--- src/rtl/fifo_arb_pkg.sv ---
// fifo_arb_pkg
//   Shared types and constants for the FIFO write-port arbiter and its
//   round-robin selector.
//   - arb_state_t : arbiter FSM state (IDLE, GRANT)
//   - STALL_CNT_W : width of the saturating full-stall counter
//   - clog2()     : ceiling log2 with a floor of 1, used for index and
//                   beat counter widths
package fifo_arb_pkg;

    typedef enum logic {
        IDLE  = 1'b0,
        GRANT = 1'b1
    } arb_state_t;

    localparam int STALL_CNT_W = 16;

    // Always at least 1 bit wide so a 1-requester or 1-beat configuration
    // still gets a legal vector.
    function automatic int clog2(input int n);
        int w;
        w = 0;
        while ((1 << w) < n) begin
            w++;
        end
        return (w < 1) ? 1 : w;
    endfunction

endpackage

--- src/rtl/rr_pick.sv ---
// rr_pick
//   Combinational round-robin selector. Starting just after last_owner and
//   wrapping modulo NUM_REQ, returns the first index whose req bit is high.
//   Ports:
//     req        in  NUM_REQ         request vector
//     last_owner in  clog2(NUM_REQ)  index that was served most recently
//     found      out 1               any request high
//     idx        out clog2(NUM_REQ)  selected index (0 when found is low)
module rr_pick
    import fifo_arb_pkg::*;
#(
    parameter int NUM_REQ = 4
) (
    input  logic [NUM_REQ-1:0]        req,
    input  logic [clog2(NUM_REQ)-1:0] last_owner,
    output logic                      found,
    output logic [clog2(NUM_REQ)-1:0] idx
);

    localparam int IDX_W = clog2(NUM_REQ);

    int cand;

    // NOTE: every output of a combinational block gets a default before any
    // conditional assignment; otherwise synthesis infers a latch.
    always_comb begin
        found = 1'b0;
        idx   = '0;
        cand  = 0;
        // Offsets 1..NUM_REQ visit every requester once, last_owner last.
        // The explicit wrap keeps non-power-of-two NUM_REQ correct.
        for (int i = 1; i <= NUM_REQ; i++) begin
            cand = int'(last_owner) + i;
            if (cand >= NUM_REQ) begin
                cand = cand - NUM_REQ;
            end
            if (!found && req[IDX_W'(cand)]) begin
                found = 1'b1;
                idx   = IDX_W'(cand);
            end
        end
    end

endmodule

--- src/rtl/fifo_wr_arbiter.sv ---
// fifo_wr_arbiter
//   Round-robin arbiter sharing the single write port of the async FIFO
//   among NUM_REQ requesters in the wr_clk domain. The owner holds the port
//   for up to MAX_BURST beats; beats pass straight through and stall while
//   fifo_full is high. Full-stall cycles are counted for debug.
//   Ports:
//     wr_clk       in  1                write-domain clock
//     reset_in     in  1                async active-low reset
//     req          in  NUM_REQ          per-requester valid
//     req_data     in  NUM_REQ*DATA_W   beat data, slot i at [i*DATA_W +: DATA_W]
//     req_last     in  NUM_REQ          final beat of a requester's burst
//     gnt          out NUM_REQ          per-requester ready (one-hot or zero)
//     fifo_full    in  1                FIFO full flag
//     fifo_wr_en   out 1                FIFO write enable
//     fifo_data_in out DATA_W           FIFO write data (0 when not writing)
//     active_id    out clog2(NUM_REQ)   current or last owner
//     busy         out 1                high while a grant is active
//     stall_cnt    out 16               saturating full-stall cycle count
module fifo_wr_arbiter
    import fifo_arb_pkg::*;
#(
    parameter int NUM_REQ   = 4,
    parameter int DATA_W    = 8,
    parameter int MAX_BURST = 4
) (
    input  logic                      wr_clk,
    input  logic                      reset_in,
    input  logic [NUM_REQ-1:0]        req,
    input  logic [NUM_REQ*DATA_W-1:0] req_data,
    input  logic [NUM_REQ-1:0]        req_last,
    output logic [NUM_REQ-1:0]        gnt,
    input  logic                      fifo_full,
    output logic                      fifo_wr_en,
    output logic [DATA_W-1:0]         fifo_data_in,
    output logic [clog2(NUM_REQ)-1:0] active_id,
    output logic                      busy,
    output logic [STALL_CNT_W-1:0]    stall_cnt
);

    localparam int IDX_W  = clog2(NUM_REQ);
    localparam int BEAT_W = clog2(MAX_BURST);

    arb_state_t        state;
    arb_state_t        state_nxt;
    logic [IDX_W-1:0]  owner;
    logic [IDX_W-1:0]  last_owner;
    logic [IDX_W-1:0]  pick_idx;
    logic              pick_found;
    logic [BEAT_W-1:0] beat_cnt;

    logic              own_req;
    logic              own_last;
    logic [DATA_W-1:0] own_data;
    logic              xfer;
    logic              stall;
    logic              drop;
    logic              burst_end;

    rr_pick #(
        .NUM_REQ (NUM_REQ)
    ) u_rr_pick (
        .req        (req),
        .last_owner (last_owner),
        .found      (pick_found),
        .idx        (pick_idx)
    );

    assign own_req  = req[owner];
    assign own_last = req_last[owner];

    always_comb begin
        own_data = '0;
        for (int i = 0; i < NUM_REQ; i++) begin
            if (owner == IDX_W'(i)) begin
                own_data = req_data[i*DATA_W +: DATA_W];
            end
        end
    end

    // Next-state and per-cycle control. All grant/write outputs derive from
    // the registered state, so asserting reset drops them immediately.
    always_comb begin
        state_nxt = state;
        gnt       = '0;
        xfer      = 1'b0;
        stall     = 1'b0;
        drop      = 1'b0;
        burst_end = 1'b0;
        case (state)
            IDLE: begin
                if (pick_found) begin
                    state_nxt = GRANT;
                end
            end
            GRANT: begin
                for (int i = 0; i < NUM_REQ; i++) begin
                    gnt[i] = (owner == IDX_W'(i)) && !fifo_full;
                end
                xfer  = own_req && !fifo_full;
                stall = own_req && fifo_full;
                drop  = !own_req;
                // req_last and the beat limit on the same transfer are a
                // single end; a blocked req_last beat does not end anything.
                burst_end = xfer && (own_last || (beat_cnt == BEAT_W'(MAX_BURST - 1)));
                if (drop || burst_end) begin
                    state_nxt = IDLE;
                end
            end
            default: state_nxt = IDLE;
        endcase
    end

    assign fifo_wr_en   = xfer;
    assign fifo_data_in = xfer ? own_data : '0;
    assign busy         = (state == GRANT);
    assign active_id    = owner;

    // NOTE: sequential state uses non-blocking assignments so every register
    // samples the pre-edge values regardless of statement order.
    always_ff @(posedge wr_clk or negedge reset_in) begin
        if (!reset_in) begin
            state <= IDLE;
        end else begin
            state <= state_nxt;
        end
    end

    always_ff @(posedge wr_clk or negedge reset_in) begin
        if (!reset_in) begin
            owner      <= '0;
            // Search starts at last_owner+1, so this gives requester 0 first pick.
            last_owner <= IDX_W'(NUM_REQ - 1);
            beat_cnt   <= '0;
            stall_cnt  <= '0;
        end else begin
            if ((state == IDLE) && pick_found) begin
                owner    <= pick_idx;
                beat_cnt <= '0;
            end
            if (xfer) begin
                beat_cnt <= beat_cnt + 1'b1;
            end
            if (drop || burst_end) begin
                last_owner <= owner;
            end
            if (stall && (stall_cnt != '1)) begin
                stall_cnt <= stall_cnt + 1'b1;
            end
        end
    end

endmodule

--- config.mk ---
export PLATFORM = sky130hd
export DESIGN_NAME = fifo_wr_arbiter
export DESIGN_NICKNAME = d
export VERILOG_FILES = /design/src/rtl/fifo_arb_pkg.sv /design/src/rtl/rr_pick.sv /design/src/rtl/fifo_wr_arbiter.sv
export SDC_FILE = /design/constraint.sdc
export NUM_CORES = 1
export LEC_CHECK = 0
export CORE_ASPECT_RATIO = 1.5
export CORE_UTILIZATION = 43
export DETAILED_ROUTE_END_ITERATION = 8
export PLACE_DENSITY = 0.85
export REMOVE_ABC_BUFFERS = 1
export SLEW_MARGIN = 20
export SYNTH_ARGS = -nofsm -noshare
export SYNTH_HDL_FRONTEND = slang
export SYNTH_SLANG_ARGS = --single-unit
--- constraint.sdc ---
create_clock -name wr_clk -period 5.2 [get_ports wr_clk]
set_input_delay 1.56 -clock wr_clk [delete_from_list [all_inputs] [get_ports wr_clk]]
set_output_delay 1.56 -clock wr_clk [all_outputs]
set_load 0.005 [all_outputs]
==> results.sh <==
export IMPL_detail_route_antenna_nets=0
export IMPL_ys_top_cells_by_area="dfrtp_1 35%, mux4_2 7.6%, mux4_1 7.1%"
export IMPL_p_leak_nw=0.962
export IMPL_firstDrtPassIters=4
export IMPL_clockPowerShare=0.131
export IMPL_synth_top_area_cell="dfrtp_1"
export IMPL_cts_clk_slew_worst_paths_ps=70
export IMPL_drtIter0Drc=19
export IMPL_cts_resized=0
export IMPL_critPathKind="primary input to output pin"
export IMPL_tns_ps=0
export IMPL_grt_pass1_wl_um=6210
export IMPL_end_kind="output pin"
export IMPL_synth_top_cell_area_share=0.353
export IMPL_nets=254
export IMPL_synthCells=136
export IMPL_slowest_stage="mux4_2"
export IMPL_drv_cap=0
export IMPL_reg2reg_depth=5
export IMPL_reg2reg_to="stall_cnt[14]"
export IMPL_startpoint_type="primary input"
export IMPL_initial_core_util=0.463
export IMPL_synth_most_common_cell="dfrtp_1"
export IMPL_hold_violations=0
export IMPL_reg2reg_from="active_id[0]"
export IMPL_min_period_ps=4920
export IMPL_status="finished, final reports clean"
export IMPL_htreeDepth=1
export IMPL_clock_root_buffer="clkbuf_8"
export IMPL_via_count=1401
export IMPL_placed_cell_area_um2=2250
export IMPL_path_max_fanout=12
export IMPL_async_flop_share=1.00
export IMPL_critPathCapture="fifo_wr_en"
export IMPL_post_drt_wl_per_cell_um=16.0
export IMPL_synth_seq_area_share=0.388
export IMPL_drv_slew=0
export IMPL_setup_viol=0
export IMPL_dieArea_um2=3710
export IMPL_holdWs_ps=507
export IMPL_swShare=0.349
export IMPL_grt_setup_unrepaired="false"
export IMPL_critPathMaxStageDelay_ps=630
export IMPL_yosysWarningCount=0
export IMPL_synth_area_um2=1490
export IMPL_insertedDiodeCount=0
export IMPL_final_cells=248
export IMPL_timing_slew_headroom=0.529
export IMPL_hp_class="flip-flop to flip-flop"
export IMPL_drive_above_1_share=0.101
export IMPL_r2r_setup_slack_ps=2710
export IMPL_track_usage=0.217
export IMPL_p_int_mw=0.538
export IMPL_dieHeight_um=74.1
export IMPL_path_cells="clkdlybuf4s50_1 > mux4_2 > nand2_1 > inv_1 > clkdlybuf4s50_1"
export IMPL_postLayoutCellArea_um2=2290
export IMPL_finalCritPeriodShare=0.946
export IMPL_tightest_slew_ps=706
export IMPL_synth_edff_count=0
export IMPL_switching_power_mw=0.288
export IMPL_cts_sinks=23
export IMPL_antenna_found_initial=0
export IMPL_fin_worst_skew_ps=4.57
export IMPL_cts_setup_buffers=0
export IMPL_synthFlopType="dfrtp_1"
export IMPL_grt_pass1_vias=1347
export IMPL_routabilityCongestion=0.775
export IMPL_synth_cell_types=40
export IMPL_dpl_cell_count=244
export IMPL_avgSynthCellArea_um2=11.0
export IMPL_synth_seq_cells=23
export IMPL_die_x_um=50.1
export IMPL_dp_slack_ps=293
export IMPL_grt_overflow=0
export IMPL_p_seq_frac=0.392
export IMPL_core_um2=3220
export IMPL_worst_slack_ps=281
export IMPL_combPwrFrac=0.477
export IMPL_fmax_mhz=203
export IMPL_p_per_area_nw_per_um2=360
export IMPL_clkLatencyLatePin_ps=260
export IMPL_drc=0
export IMPL_cp_data_arrival_time_ps=3360
export IMPL_syn_to_final_growth_pct=53.9
export IMPL_synth_common_cells="21 x dfrtp_1, 13 x nand2_1, 11 x and3_1"
export IMPL_startpoint="req[3]"
export IMPL_top_level_ports=75
export IMPL_cts_made_buffers=3
export IMPL_cpMostUsedCell="clkdlybuf4s50_1"
export IMPL_cp_required_ps=3640
export IMPL_dp_hpwl_um=3150
export IMPL_rows=25
export IMPL_viasPerCell=5.65
export IMPL_grt_max_degree=24
export IMPL_vdd_ir_drop_max_mv=0.294
export IMPL_cts_buffer_depth=2
export IMPL_cts_hold_buf=0
export IMPL_io_buffer_count=74
export IMPL_routed_wl_um=3970
export IMPL_cts_tree="built"
-- critical path: cells and delay by family --
family        cells  cell delay, ps
buf+inv           3             990
mux               1             630
simple gates      1             170
-- per-stage QoR --
| step | total power [mW] | utilization |
|---|---|---|
| 6_report | 0.826 | 0.712 |
| 3_5_place_dp | 0.725 | 0.699 |
| 5_1_grt | 0.881 | 0.712 |
| 3_3_place_gp | 0.703 | 0.699 |
| 2_1_floorplan | 0.517 | - |
| 4_1_cts | 0.834 | 0.713 |
-- how the worst min path moves through the flow --
stage / to / from / cells after the start / slack [ps]
2_1_floorplan: beat_cnt[0] / beat_cnt[0] / 1 / 460
3_3_place_gp: beat_cnt[0] / beat_cnt[0] / 1 / 480
3_5_place_dp: stall_cnt[10] / stall_cnt[10] / 1 / 490
4_1_cts: stall_cnt[13] / stall_cnt[13] / 1 / 510
5_1_grt: stall_cnt[13] / stall_cnt[13] / 1 / 520
6_report: stall_cnt[10] / stall_cnt[10] / 1 / 510
-- power by group through the flow --
stage / Clock, mW / Combinational [mW] / Sequential [mW]
final: 0.108 / 0.395 / 0.324
after global routing: 0.117 / 0.426 / 0.337
after CTS: 0.111 / 0.397 / 0.325
after detailed placement: 0 / 0.396 / 0.329
after global placement: 0 / 0.381 / 0.322
after floorplan: 0 / 0.208 / 0.309
-- layout make-up --
| cell class | instances | area (µm²) |
|---|---|---|
| fillers | 241 | 928 |
| repair buffers | 75 | 743 |
| clock buffers | 4 | 45.0 |
| inverters | 3 | 11.3 |
| multi-input cells | 103 | 866 |
| well taps | 40 | 50.0 |
| flip-flops and latches | 23 | 578 |
-- state kept, by name (all words and copies together), names as in the netlist --
name        cells
stall_cnt      16
active_id       2
beat_cnt        2
last_owner      2
busy            1
-- cell usage in the layout (no fill, tap or decap), types with 2 or more instances in the layout --
cell type,n
clkdlybuf4s50_1,73
dfrtp_1,21
nand2_1,13
and3_1,11
nand3_1,9
xnor2_1,9
mux4_2,5
nor2_1,5
nand4_1,5
xor2_1,5
mux4_1,4
mux2_2,4
inv_1,3
nor3b_1,3
clkbuf_8,3
nor2b_1,2
o31ai_1,2
mux2i_1,2
or2_2,2
and4_1,2
o21ai_0,2
nor3_1,2
ha_1,2
dfstp_2,2
-- layer usage --
| layer | vias up | wire length [µm] | track usage |
|---|---|---|---|
| li1 | 656 | - | - |
| met5 | - | 0 | 0 |
| met3 | 4 | 407 | 0.0450 |
| met4 | 0 | 31 | 0.0571 |
| met1 | 669 | 1480 | 0.234 |
| met2 | 72 | 2060 | 0.419 |
-- logic make-up after synthesis --
logic type | Yosys count | share of synthesized area
compound gates | 12 | 0.0621
xor+xnor | 15 | 0.0932
fa+ha+maj | 2 | 0.0168
buf+inv | 10 | 0.0311
flops | 23 | 0.388
mux | 15 | 0.190
simple gates | 59 | 0.219
Power figures use the tool's default switching activity.
